File: src/rtl/mod3_serial_tx.sv
`default_nettype none
`timescale 1ns/1ps
// ============================================================================
// Module   : mod3_serial_tx
// Brief    : MSB-first serializer with a per-bit "prefix divisible by 3" flag
// Revision : 1.0 - initial release
// ============================================================================
module mod3_serial_tx #(
    parameter int WIDTH = 8
) (
    input  logic             clk,
    input  logic             rst,
    input  logic             in_valid,
    output logic             in_ready,
    input  logic [WIDTH-1:0] data_in,
    input  logic             abort,
    output logic             out,
    output logic             out_valid,
    output logic             first,
    output logic             last,
    output logic             div3
);

    localparam int CW = $clog2(WIDTH);

    typedef enum logic [0:0] {
        IDLE  = 1'b0,
        SHIFT = 1'b1
    } state_t;

    state_t           state_q;
    logic [WIDTH-1:0] shreg_q;
    logic [CW-1:0]    cnt_q;
    logic [1:0]       rem_q;
    logic [1:0]       rem_d;
    logic             bit_d;
    logic             out_q;
    logic             out_valid_q;
    logic             first_q;
    logic             last_q;
    logic             div3_q;

    // The register is shifted left after each bit, so the next bit always
    // sits just below the MSB position.
    always_comb begin
        bit_d = shreg_q[WIDTH-2];
        rem_d = 2'd0;
        case (rem_q)
            2'd0:    rem_d = bit_d ? 2'd1 : 2'd0;
            2'd1:    rem_d = bit_d ? 2'd0 : 2'd2;
            2'd2:    rem_d = bit_d ? 2'd2 : 2'd1;
            default: rem_d = 2'd0;
        endcase
    end

    always_ff @(posedge clk or negedge rst) begin
        if (!rst) begin
            state_q     <= IDLE;
            shreg_q     <= '0;
            cnt_q       <= '0;
            rem_q       <= 2'd0;
            out_q       <= 1'b0;
            out_valid_q <= 1'b0;
            first_q     <= 1'b0;
            last_q      <= 1'b0;
            div3_q      <= 1'b1;
        end else begin
            case (state_q)
                IDLE: begin
                    if (in_valid && !abort) begin
                        state_q     <= SHIFT;
                        shreg_q     <= data_in;
                        cnt_q       <= CW'(WIDTH-1);
                        rem_q       <= {1'b0, data_in[WIDTH-1]};
                        out_q       <= data_in[WIDTH-1];
                        out_valid_q <= 1'b1;
                        first_q     <= 1'b1;
                        last_q      <= 1'b0;
                        div3_q      <= ~data_in[WIDTH-1];
                    end else begin
                        out_q       <= 1'b0;
                        out_valid_q <= 1'b0;
                        first_q     <= 1'b0;
                        last_q      <= 1'b0;
                    end
                end
                SHIFT: begin
                    if (abort || (cnt_q == '0)) begin
                        // div3 keeps the last shown result across the gap
                        state_q     <= IDLE;
                        out_q       <= 1'b0;
                        out_valid_q <= 1'b0;
                        first_q     <= 1'b0;
                        last_q      <= 1'b0;
                        if (abort) begin
                            rem_q <= 2'd0;
                        end
                    end else begin
                        shreg_q     <= shreg_q << 1;
                        cnt_q       <= cnt_q - 1'b1;
                        rem_q       <= rem_d;
                        out_q       <= bit_d;
                        out_valid_q <= 1'b1;
                        first_q     <= 1'b0;
                        last_q      <= (cnt_q == CW'(1));
                        div3_q      <= (rem_d == 2'd0);
                    end
                end
                default: state_q <= IDLE;
            endcase
        end
    end

    assign in_ready  = (state_q == IDLE);
    assign out       = out_q;
    assign out_valid = out_valid_q;
    assign first     = first_q;
    assign last      = last_q;
    assign div3      = div3_q;

endmodule
`default_nettype wire

File: config.mk
export PLATFORM = sky130hd
export DESIGN_NAME = mod3_serial_tx
export DESIGN_NICKNAME = d
export VERILOG_FILES = /design/src/rtl/mod3_serial_tx.sv
export SDC_FILE = /design/constraint.sdc
export NUM_CORES = 1
export LEC_CHECK = 0
export CORE_MARGIN = 2
export CORE_UTILIZATION = 50
export CTS_CLUSTER_DIAMETER = 60
export DETAILED_ROUTE_END_ITERATION = 8
export PLACE_DENSITY = 0.79
export SYNTH_ARGS = -nofsm -noshare
export SYNTH_HDL_FRONTEND = slang
export SYNTH_SLANG_ARGS = --single-unit
File: constraint.sdc
create_clock -name clk -period 4 [get_ports clk]
set_input_delay 0.8 -clock clk [delete_from_list [all_inputs] [get_ports clk]]
set_output_delay 0.8 -clock clk [all_outputs]
set_load 0.005 [all_outputs]
==> results.cfg, run 1 <==
[detailed_routing]
routed_wl_um = 1570
drtIter0Drc = 11
detail_route.wl_per_cell_um = 14.1
vias = 617
route.detailed.drc = 0
ant_nets = 0
drt-pass1-iter-count = 4
viasPerCell = 5.56

[setup_path]
critPathMaxStageDelay_ns = 0.79
r2r_start = cnt_q[0]$_DFFE_PN0P_
cp.required_ns = 3.20
path_class = reg -> out
cp_max_fo = 19
r2r_end = div3$_DFFE_PN1P_
slowest_stage = dfrtp_1
cp-startpoint = out_valid$_DFF_PN0_
cp.arrival_ns = 1.71
path_depth = 1
r2r_cells = 7
crit_end = out_valid
cp_top_family = flip-flops
start_kind = register
critPathBufInv = 1
path_cells = clkdlybuf4s50_1
rrSetupSlack_ns = 1.83
cp-end-kind = primary output

[logic_synthesis]
avgSynthCellArea_um2 = 11.1
yosys.area.top_type_share = 0.468
synthFlopType = dfrtp_1
synth.area.top_cells = dfrtp_1, mux2i_1, a21oi_1
async_reset_ff_frac = 1.00
syn-num-nets = 92
synth_largest_area_cell = dfrtp_1
ys_warn_count = 0
ys_ff_latch = 17
ys_seq_area_frac = 0.499
netlist_area_um2 = 856
synthCells = 77
synth_edf_count = 0
synth_cell_types = 31

[timing]
setup-tns-final_ns = 0
setup_violations = 0
period_needed_ns = 2.51
fin_worst_skew_ns = 0.00549
rsz0062_at_grt = false
fin_crit_sh = 0.628
relSlewSlack = 0.485
worstMarginPinSlew_ns = 0.770
hold_violations = 0
hold_slack_ns = 0.537
finalMaxSlewViolations = 0
max_freq_ghz = 0.398

[cts]
ctsResizeCount = 0
cts_tree = built
htreeDepth = 1
insertion_delay_ns = 0.29
root_buffer = clkbuf_4
numClockSinks = 17
cts_hold_buf = 0
path_clk_slew_ns = 0.10
cts.path.max_buffers = 2
cts_buffers = 3
postCtsSetupBuffers = 0

[placed_design]
post-dp-hpwl_um = 1160
io_buffers = 17
gp_congestion = 0.750

[final_layout]
seq_area_um2 = 427
layout-drive-gt1-share = 0.0947
nNetsFinal = 111
area_delta_synth_final_pct = 22.8
multi_input_area_um2 = 384
nFillCells = 111
insertedDiodeCount = 0

[global_route]
grt_pass1_vias = 608
grt_max_degree = 20
grt-ovfl-total = 0
track_usage = 0.181
grt_first_pass_wirelength_um = 2620
antenna_found_initial = 0

[flow_run]
max_cap_viol_count = 0

[status]
status = finished, final reports clean

[floorplanning]
core.rowCount = 14
initial_core_util = 0.549
die_area_um2 = 2060
die_w_um = 45.4
fp.dieH_um = 45.4
core_region_area_um2 = 1560
ios = 18

[pwr]
p_sw_mw = 0.156
p_seq_frac = 0.515
power_mw = 0.492
static-leakage-power_nw = 0.457
switching_share = 0.316
vdd_drop_max_v = 0.000265
comb_power_share = 0.297
p_clk_frac = 0.188
powerDensity_nw_per_um2 = 469
p_int_mw = 0.337

[worst_hold_path]
min_path_type = reg -> reg
[final cells by class]
cell class,count,share of cell area
Sequential cell,17,0.406
Multi-Input combinational cell,52,0.365
Timing Repair Buffer,17,0.162
Clock buffer,4,0.0250
Inverter,5,0.0226
Tap cell,16,0.0190
[cell usage after synthesis, types with 2 or more instances]
master    instances
mux2i_1           6
inv_1             4
a21oi_1           8
nor3_1            7
buf_2             2
nor2b_1           2
dfrtp_1          16
nand2_1           3
ha_1              3
o22ai_1           2
nand3b_1          2
a22oi_1           2
a22o_1            2
[cell families (layout without fill, tap and decap cells)]
group	count (synthesis)	in the layout	synth area share
fa+ha+maj	3	3	0.0439
buf+inv	8	26	0.0526
xor+xnor	1	1	0.0102
mux	7	7	0.0877
simple gates	23	23	0.178
flops	17	17	0.499
compound gates	18	18	0.129
[routing by layer]
layer,up-vias,wire (um),GRT usage
met5,-,0,0
met2,13,762,0.300
li1,313,-,-
met4,0,24,0.112
met3,2,52,0.0278
met1,289,728,0.219
[worst min path at each step]
stage,start,end,depth (start not counted)
finish,shreg_q[0]$_DFFE_PN0P_,shreg_q[0]$_DFFE_PN0P_,1
global route,cnt_q[0]$_DFFE_PN0P_,cnt_q[0]$_DFFE_PN0P_,1
CTS,cnt_q[0]$_DFFE_PN0P_,cnt_q[0]$_DFFE_PN0P_,1
detailed placement,shreg_q[0]$_DFFE_PN0P_,shreg_q[0]$_DFFE_PN0P_,1
global placement,shreg_q[0]$_DFFE_PN0P_,shreg_q[0]$_DFFE_PN0P_,1
floorplan,shreg_q[0]$_DFFE_PN0P_,shreg_q[0]$_DFFE_PN0P_,1
[sequential cells by signal, indices dropped and copies added (netlist names)]
signal	flops
first	1
shreg_q	7
cnt_q	3
out	1
last	1
div3	1
out_valid	1
rem_q	2
[layout by cell type, fill, tap and decap left out, drive strengths merged, types with 3 or more instances in the layout]
master / netlist / final
a21oi: 8 / 8
inv: 5 / 5
ha: 3 / 3
clkbuf: 0 / 4
nand2: 3 / 3
mux2i: 6 / 6
dfrtp: 16 / 16
clkdlybuf4s50: 0 / 17
nor3: 7 / 7
[power groups by stage]
stage | clock network (mW) | logic [mW] | registers, mW
2_1_floorplan | 0 | 0.102 | 0.245
3_3_place_gp | 0 | 0.138 | 0.257
3_5_place_dp | 0 | 0.148 | 0.257
4_1_cts | 0.0960 | 0.148 | 0.254
5_1_grt | 0.101 | 0.163 | 0.260
6_report | 0.0927 | 0.146 | 0.254
[per-stage QoR]
step / worst slack [ns] / util / instances / area, um^2
floorplan: 2.31 / - / 77 / 856
global placement: 1.41 / 0.657 / 107 / 1020
detailed placement: 1.34 / 0.657 / 107 / 1020
finish: 1.49 / 0.674 / 111 / 1050
global route: 1.39 / 0.674 / 111 / 1050
CTS: 1.48 / 0.674 / 111 / 1050
Note: power is estimated with default switching activity, not from simulation.
==> run 2: changes to the inputs <==
--- a/config.mk
+++ b/config.mk
@@ -6,10 +6,10 @@
 export NUM_CORES = 1
 export LEC_CHECK = 0
 export CORE_MARGIN = 2
-export CORE_UTILIZATION = 50
+export CORE_UTILIZATION = 48
 export CTS_CLUSTER_DIAMETER = 60
 export DETAILED_ROUTE_END_ITERATION = 8
-export PLACE_DENSITY = 0.79
+export PLACE_DENSITY = 0.76
 export SYNTH_ARGS = -nofsm -noshare
 export SYNTH_HDL_FRONTEND = slang
 export SYNTH_SLANG_ARGS = --single-unit
==> constraint.sdc (replaced) <==
create_clock -name clk -period 2.35 [get_ports clk]
set_input_delay 0.47 -clock clk [delete_from_list [all_inputs] [get_ports clk]]
set_output_delay 0.47 -clock clk [all_outputs]
set_load 0.005 [all_outputs]
==> run 2 against run 1 <==
Effect of this change:
- critical path depth unchanged
- largest power group unchanged
- register-to-register slack got worse by 1.2 ns
- combinational power is 79% higher
- setup slack worse by 1.1 ns
- sequential power is 70% higher
- clock skew fell by 0.0031 ns
- count of clock-buffer cells in the layout stayed put
- final cell count rose by 11%
- power increased by 72%
- flip-flop and latch count is the same
- cell area rose by 3.2%
- largest cell class unchanged
- worst hold slack got worse by 0.015 ns
==> results.cfg, run 2 (synthesis gave the netlist of run 1 again) <==
[final_layout]
area_delta_synth_final_pct = 26.8
top_register = shreg_q
largest_reg_flops = 7
nNetsFinal = 114
final_common_cell = clkdlybuf4s50_1
insertedDiodeCount = 0
layout-drive-gt1-share = 0.122
final_cells = 123
final_cell_mix = clkdlybuf4s50_1, dfrtp_1, a21oi_1, nor3_1, mux2i_1
nFillCells = 148
reg_top3 = shreg_q (7), cnt_q (3), rem_q (2)

[status]
status = finished, final reports clean

[timing]
fin_crit_sh = 0.837
max_freq_ghz = 0.508
setup-tns-final_ns = 0
finalMaxSlewViolations = 0
finalWorstSetupSlack_ns = 0.382
fin_worst_skew_ns = 0.00242
period_needed_ns = 1.97
setup_violations = 0
relSlewSlack = 0.504
worstMarginPinSlew_ns = 0.742
hold_violations = 0
rsz0062_at_grt = false

[setup_path]
crit_end = out_valid
critPathBufInv = 1
cp-end-kind = primary output
r2r_end = div3$_DFFE_PN1P_
start_kind = register
path_cells = clkdlybuf4s50_1
critPathMaxStageDelay_ns = 0.63
cp_max_fo = 11
cp_top_family = flip-flops
r2r_cells = 7
r2r_start = cnt_q[0]$_DFFE_PN0P_
cp.required_ns = 1.88
cp-startpoint = out_valid$_DFF_PN0_
slowest_stage = dfrtp_1
path_depth = 1
rrSetupSlack_ns = 0.61
cp.arrival_ns = 1.50
path_class = reg -> out

[global_route]
grt_pass1_vias = 667
grt-ovfl-total = 0
grt_max_degree = 18
grt_first_pass_wirelength_um = 2840
track_usage = 0.193
antenna_found_initial = 0

[pwr]
p_seq_frac = 0.509
p_sw_mw = 0.268
switching_share = 0.316
p_int_mw = 0.578
comb_power_share = 0.309
p_clk_frac = 0.182
powerDensity_nw_per_um2 = 780
static-leakage-power_nw = 0.473
vdd_drop_max_v = 0.000444

[placed_design]
post-dp-hpwl_um = 1250
gp_congestion = 0.772
io_buffers = 17
place_ws_ns = 0.428
dpl.cell_count = 119

[detailed_routing]
route.detailed.drc = 0
drt-pass1-iter-count = 4
detail_route.wl_per_cell_um = 13.7
viasPerCell = 5.37
drtIter0Drc = 7
ant_nets = 0
vias = 660
routed_wl_um = 1690

[cts]
insertion_delay_ns = 0.28
cts_tree = built
postCtsSetupBuffers = 0
numClockSinks = 17
cts_hold_buf = 0
cts.path.max_buffers = 2
cts_buffers = 3
htreeDepth = 1
path_clk_slew_ns = 0.10
root_buffer = clkbuf_4
ctsResizeCount = 0

[floorplanning]
die_area_um2 = 2140
die_w_um = 46.2
ios = 18
initial_core_util = 0.501
core.rowCount = 15
core_region_area_um2 = 1710
fp.dieH_um = 46.2

[worst_hold_path]
min_path_type = reg -> reg

[flow_run]
max_cap_viol_count = 0
## run 2: cell types whose count changed in the layout (fill, tap and decap cells not counted), sizes merged
cell	previous run	this run
buf	0	3
## run 2: how the worst min path moves through the flow
stage / start / endpoint / slack, ns / depth (start not counted)
floorplan: rst / cnt_q[0]$_DFFE_PN0P_ / 0.17 / 0
global placement: shreg_q[0]$_DFFE_PN0P_ / shreg_q[0]$_DFFE_PN0P_ / 0.49 / 1
detailed placement: shreg_q[0]$_DFFE_PN0P_ / shreg_q[0]$_DFFE_PN0P_ / 0.49 / 1
CTS: shreg_q[0]$_DFFE_PN0P_ / shreg_q[0]$_DFFE_PN0P_ / 0.52 / 1
global route: shreg_q[0]$_DFFE_PN0P_ / shreg_q[0]$_DFFE_PN0P_ / 0.56 / 1
finish: shreg_q[0]$_DFFE_PN0P_ / shreg_q[0]$_DFFE_PN0P_ / 0.52 / 1
## run 2: final cells by class
cell class              count  area [um^2]  share of cell area
flip-flops and latches     17          427               0.393
multi-input cells          52          384               0.354
repair buffers             20          193               0.178
well taps                  25         31.3              0.0288
clock buffers               4         26.3              0.0242
inverters                   5         23.8              0.0219
## run 2: metal layers
layer / global-route usage / wire, um / vias to the layer above
met5: 0 / 0 / -
met4: 0.0914 / 14 / 0
met3: 0.0471 / 47 / 2
met2: 0.333 / 853 / 9
met1: 0.220 / 773 / 332
li1: - / - / 317
## run 2: stage by stage
step                hold slack (ns)  utilization  cell area, um^2  power [mW]
detailed placement            0.492        0.620             1060       0.702
floorplan                     0.174            -              856       0.592
CTS                           0.524        0.635             1080       0.861
finish                        0.522        0.635             1080       0.846
global placement              0.490        0.620             1060       0.678
global route                  0.561        0.635             1080       0.918
## run 2: worst register-to-register path, stage by stage, from the launching register on
cell     delay (ns)
dfrtp_1        0.40
inv_1          0.07
ha_1           0.20
ha_1           0.23
nor3b_2        0.29
nor2_4         0.11
inv_6          0.09
mux2_4         0.29
## run 2: power by group through the flow
stage / combinational (mW) / clock (mW) / sequential, mW
6_report: 0.261 / 0.154 / 0.431
5_1_grt: 0.296 / 0.179 / 0.442
4_1_cts: 0.268 / 0.163 / 0.430
3_5_place_dp: 0.265 / 0 / 0.436
3_3_place_gp: 0.247 / 0 / 0.431
2_1_floorplan: 0.174 / 0 / 0.418
